<file path="config.mk">
export PLATFORM = sky130hd
export DESIGN_NAME = perceptron_bp
export DESIGN_NICKNAME = d
export VERILOG_FILES = /design/src/rtl/fxp_pkg.sv /design/src/rtl/fxp_mul.sv /design/src/rtl/perceptron_bp.sv
export SDC_FILE = /design/constraint.sdc
export NUM_CORES = 2
export LEC_CHECK = 0
export ABC_AREA = 0
export CAP_MARGIN = 20
export CORE_ASPECT_RATIO = 2
export CORE_MARGIN = 5
export CORE_UTILIZATION = 33
export CTS_CLUSTER_DIAMETER = 30
export CTS_CLUSTER_SIZE = 40
export DETAILED_ROUTE_END_ITERATION = 16
export HOLD_SLACK_MARGIN = 0.05
export PLACE_DENSITY = 0.6
export SYNTH_ARGS = -nofsm -noshare
export SYNTH_HDL_FRONTEND = slang
export SYNTH_SLANG_ARGS = --single-unit
</file>
<file path="constraint.sdc">
create_clock -name i_clk -period 34.2 [get_ports i_clk]
set_input_delay 6.84 -clock i_clk [delete_from_list [all_inputs] [get_ports i_clk]]
set_output_delay 6.84 -clock i_clk [all_outputs]
set_load 0.005 [all_outputs]
</file>
<file path="src/rtl/fxp_pkg.sv">
// fxp_pkg: Q8.24 fixed-point constants, backprop FSM states and saturating subtract
package fxp_pkg;
  localparam int WIDTH = 32;
  localparam int FRAC = 24;
  localparam logic signed [WIDTH-1:0] SAT_MAX = {1'b0, {(WIDTH-1){1'b1}}};
  localparam logic signed [WIDTH-1:0] SAT_MIN = {1'b1, {(WIDTH-1){1'b0}}};
  typedef enum logic [2:0] {IDLE, SCALE, UPD, PROP, DONE} state_t;
  function automatic logic signed [WIDTH-1:0] sat_sub(input logic signed [WIDTH-1:0] a, input logic signed [WIDTH-1:0] b);
    logic signed [WIDTH:0] d;
    d = {a[WIDTH-1], a} - {b[WIDTH-1], b};
    return (d[WIDTH] != d[WIDTH-1]) ? (d[WIDTH] ? SAT_MIN : SAT_MAX) : d[WIDTH-1:0];
  endfunction
endpackage

</file>
<file path="src/rtl/fxp_mul.sv">
// fxp_mul: signed fixed-point multiply, floor shift by FRAC, saturate to WIDTH
module fxp_mul #(
  parameter int WIDTH = 32,
  parameter int FRAC = 24
) (
  input  logic signed [WIDTH-1:0] a,
  input  logic signed [WIDTH-1:0] b,
  output logic signed [WIDTH-1:0] p
);
  logic signed [2*WIDTH-1:0] full, sh;
  logic fits;
  assign full = a * b;
  assign sh = full >>> FRAC;
  // the result fits when every bit above the kept word matches its sign bit
  assign fits = &sh[2*WIDTH-1:WIDTH-1] | ~|sh[2*WIDTH-1:WIDTH-1];
  assign p = fits ? sh[WIDTH-1:0] : sh[2*WIDTH-1] ? {1'b1, {(WIDTH-1){1'b0}}} : {1'b0, {(WIDTH-1){1'b1}}};
endmodule

</file>
<file path="src/rtl/perceptron_bp.sv">
// perceptron_bp: one-neuron backward pass (SGD update + error propagation) on a shared multiplier
module perceptron_bp
  import fxp_pkg::*;
#(
  parameter int NUM = 2,
  parameter int WIDTH = fxp_pkg::WIDTH,
  parameter int FRAC = fxp_pkg::FRAC
) (
  input  logic                 i_clk,
  input  logic                 i_rst_n,
  input  logic                 i_valid,
  output logic                 o_ready,
  input  logic [NUM*WIDTH-1:0] i_k,
  input  logic [NUM*WIDTH-1:0] i_w,
  input  logic [WIDTH-1:0]     i_b,
  input  logic [WIDTH-1:0]     i_delta,
  input  logic [WIDTH-1:0]     i_lr,
  output logic                 o_valid,
  input  logic                 i_ready,
  output logic [NUM*WIDTH-1:0] o_w,
  output logic [WIDTH-1:0]     o_b,
  output logic [NUM*WIDTH-1:0] o_dk
);
  localparam int IW = NUM > 1 ? $clog2(NUM) : 1;
  localparam logic [IW-1:0] LAST = IW'(NUM - 1);
  state_t state, state_nx;
  logic [IW-1:0] idx;
  logic signed [WIDTH-1:0] k_r [NUM];
  logic signed [WIDTH-1:0] w_r [NUM];
  logic signed [WIDTH-1:0] w_o [NUM];
  logic signed [WIDTH-1:0] dk_o [NUM];
  logic signed [WIDTH-1:0] b_r, delta_r, lr_r, ld, mul_a, mul_b, prod;
  logic accept;
  assign o_ready = state == IDLE;
  assign o_valid = state == DONE;
  assign accept = i_valid && o_ready;
  // SCALE forms lr*delta, UPD scales the input by it, PROP uses the pre-update weight
  assign mul_a = state == SCALE ? lr_r : state == UPD ? ld : delta_r;
  assign mul_b = state == SCALE ? delta_r : state == UPD ? k_r[idx] : w_r[idx];
  fxp_mul #(.WIDTH(WIDTH), .FRAC(FRAC)) u_mul (.a(mul_a), .b(mul_b), .p(prod));
  always_comb begin
    state_nx = state;
    case (state)
      IDLE:    state_nx = accept ? SCALE : IDLE;
      SCALE:   state_nx = UPD;
      UPD:     state_nx = PROP;
      PROP:    state_nx = idx == LAST ? DONE : UPD;
      DONE:    state_nx = i_ready ? IDLE : DONE;
      default: state_nx = IDLE;
    endcase
  end
  always_ff @(posedge i_clk or negedge i_rst_n) begin
    if (!i_rst_n) begin
      state <= IDLE;
      idx <= '0;
      b_r <= '0;
      delta_r <= '0;
      lr_r <= '0;
      ld <= '0;
      o_b <= '0;
      for (int n = 0; n < NUM; n++) begin
        k_r[n] <= '0;
        w_r[n] <= '0;
        w_o[n] <= '0;
        dk_o[n] <= '0;
      end
    end else begin
      state <= state_nx;
      if (accept) begin
        for (int n = 0; n < NUM; n++) begin
          k_r[n] <= i_k[n*WIDTH +: WIDTH];
          w_r[n] <= i_w[n*WIDTH +: WIDTH];
        end
        b_r <= i_b;
        delta_r <= i_delta;
        lr_r <= i_lr;
      end
      if (state == SCALE) begin
        ld <= prod;
        o_b <= sat_sub(b_r, prod);
      end
      if (state == UPD) w_o[idx] <= sat_sub(w_r[idx], prod);
      if (state == PROP) begin
        dk_o[idx] <= prod;
        idx <= idx == LAST ? '0 : idx + IW'(1);
      end
    end
  end
  for (genvar n = 0; n < NUM; n++) begin : g_out
    assign o_w[n*WIDTH +: WIDTH] = w_o[n];
    assign o_dk[n*WIDTH +: WIDTH] = dk_o[n];
  end
endmodule

</file>
==> metrics.csv <==
metric,value,unit
run_status,finished clean,
critPathMaxStageDelay,0.80,ns
finalCritPeriodShare,0.488,
io_buffers,389,
track_usage,0.254,
yosysTopAreaCellShare,0.382,
use_met3,0.0531,
synthAdderAreaFrac,0.438,
hold_path_class,flip-flop to flip-flop,
antenna_found_initial,38,
synth-compound-area-share,0.0888,
cts_tree,yes,
synth_mux_area_frac,0.0667,
clock_latency,0.70,ns
yosys.area.top_type,fa_1,
clkTransAtPathRegs,0.06,ns
grt_pass1_vias,50700,
cts-resized-gates,0,
slew_violations,0,
critical_path_class,flip-flop to flip-flop,
cp_num_buf_inv,7,
initial_utilization,0.332,
gp_congestion,1.04,
slew_headroom,0.166,
cts_setup_buffers,0,
synth_cells,5882,
dieArea,0.181,sq mm
r2r_end,o_w[16],
tns,0,ns
drc,0,
ys_types,80,
fillers,17100,
cts.sink_count,420,
yosys.area_share.xor_xnor,0.0159,
worstSetupStartpoint,state[2],
drt-initial-drc-count,3214,
top_usage_layer,met2,
synth_top_family_by_area,adder cells,
synthesis.area,0.0568,sq mm
min_period,16.67,ns
grt_pass1_wl,334000,um
io_pins,390,
vias,45400,
ys.flop_type,dfrtp_1,
yosys_warnings,0,
end_kind,flip-flop,
nets,7724,
critPathTopFamily,compound AO/OA/AOI/OAI gates,
critPathMostFrequentCell,fa_1,
clock-root-buffer,clkbuf_16,
drt-total-wl,230000,um
crit_slowest_cell,a21o_1,
seq_area,0.0105,sq mm
crit_arrival,17.20,ns
routedWlPerCell,27.0,um
cts-htree-levels,3,
drtAntennaViolNets,0,
cts_buffer_depth,3,
synth_edf_count,0,
fp.dieH,597,um
grt_max_degree,153,
syn2layout_area_growth,16.3,%
use_met2,0.463,
worstSetupPathDepth,46,
drive_above_1_share,0.0972,
min_from,o_w[42],
skew,0.0688,ns
die_w,303,um
synth-simple-area-share,0.117,
synthMostInstantiatedCell,fa_1,
routed_via_density,5.32,
grt_setup_unrepaired,no,
firstDrtPassIters,6,
max_freq,60.0,MHz
multiInputGateArea,0.0416,sq mm
syn_avg_cell_area,9.66,sq um
cp-start-kind,flip-flop,
cp.required,34.73,ns
crit_end,o_w[16],
synth_fp_nets,7437,
maxCapViolations,0,
crit_fanout,54,
cts_buffers,67,
cts_hold_buf,0,
r2r_cells,46,
rrSetupSlack,17.53,ns
core.rowCount,215,
synthArstFlopShare,1.00,
synth_seq_area_share,0.185,
grt-ovfl-total,0,
hold_violations,0,
worstMarginPinSlew,1.25,ns
setup_viol,0,
core-area,0.171,sq mm
synthTopCellsByArea,"fa_1 (38%), dfrtp_1 (18%), inv_1 (6.6%), ha_1 (5.4%), mux2_2 (5.1%)",
ys_top_cells_by_count,"fa_1 (1,083), inv_1 (998), nand2_1 (715)",
grt_use_met1,0.231,
ys_seq_elements,420,
regToRegStartpoint,state[2],
dp_hpwl,191000,um
-- routing by layer --
layer  share of wire  up-vias
met5         0.00087        -
met2            0.52     2100
li1                -    19000
met4            0.12       30
met1            0.29    23300
met3           0.067      957
-- kinds of logic (layout without fill, tap and decap cells) --
family / count (synthesis) / after routing
AND/OR/NAND/NOR: 1623 / 1623
multiplexers: 346 / 346
buffers and inverters: 1307 / 1648
flip-flops: 420 / 420
other: 0 / 21
AO/OA/AOI/OAI: 740 / 740
adder cells (fa/ha/maj): 1343 / 1343
XOR/XNOR: 103 / 103
-- per-stage QoR --
| step | setup WS (ns) | hold WS [ns] | instances | instance area (sq um) | util |
|---|---|---|---|---|---|
| floorplan | 20.48 | 0.446 | 5882 | 56800 | - |
| global placement | 17.60 | 0.463 | 8368 | 63600 | 0.371 |
| detailed placement | 17.72 | 0.473 | 8374 | 63600 | 0.371 |
| CTS | 17.66 | 0.485 | 8497 | 66000 | 0.385 |
| global route | 16.66 | 0.511 | 8506 | 66000 | 0.385 |
| finish | 17.53 | 0.476 | 8522 | 66100 | 0.386 |
-- registers in the layout (all words and copies together), names as in the netlist --
name,flops
k_r,64
b_r,32
o_b,32
w_r,64
o_dk,64
lr_r,32
o_w,64
state,3
ld,32
delta_r,32
idx,1
-- worst register-to-register path, delay by kind of cell, from the launching register on --
family	cells	cell delay, ns
AOI/OAI and AO/OA	17	5.77
DFF	1	0.61
buffers and inverters	7	2.07
muxes	1	0.21
and+or+nand+nor	11	3.24
adders and majority gates	10	4.62
-- worst min path at each step --
stage | to | slack [ns] | depth (start not counted)
finish | o_w[42] | 0.48 | 2
global route | o_w[42] | 0.51 | 2
CTS | o_w[42] | 0.48 | 2
detailed placement | o_w[45] | 0.47 | 2
global placement | o_w[32] | 0.46 | 2
floorplan | ld[31] | 0.45 | 2
-- area by class of cell --
type | instances | share of cell area
multi-input combinational | 4155 | 0.629
sequential | 420 | 0.159
timing repair buffer | 525 | 0.0754
antenna | 21 | 0.000795
tap | 2278 | 0.0431
clock buffer | 74 | 0.0264
clock inverter | 49 | 0.00918
inverter | 1000 | 0.0568
-- cells in the final DEF, fill, tap and decap left out, types with 9 or more instances in the layout --
cell type / n
a211oi_1: 9
a21o_1: 98
a21oi_1: 215
a21oi_2: 16
a31oi_1: 19
and2_1: 25
and3_1: 12
buf_4: 129
clkbuf_16: 67
clkdlybuf4s50_1: 388
clkinv_2: 11
dfrtp_1: 419
diode_2: 21
fa_1: 1083
ha_1: 244
inv_1: 998
maj3_1: 16
mux2_2: 258
mux2i_1: 70
mux2i_4: 12
nand2_1: 711
nand2b_1: 36
nand3_1: 25
nand4_1: 27
nor2_1: 681
nor2b_1: 17
nor3_1: 19
o211ai_1: 17
o21a_1: 16
o21ai_0: 151
o21bai_1: 16
o221a_1: 91
or2_2: 22
or3_1: 11
xnor2_1: 58
xor2_1: 43
Power is left out: the tool's default activity adds up to more than one toggle a clock period on the data nets, which glitch-free logic cannot reach.
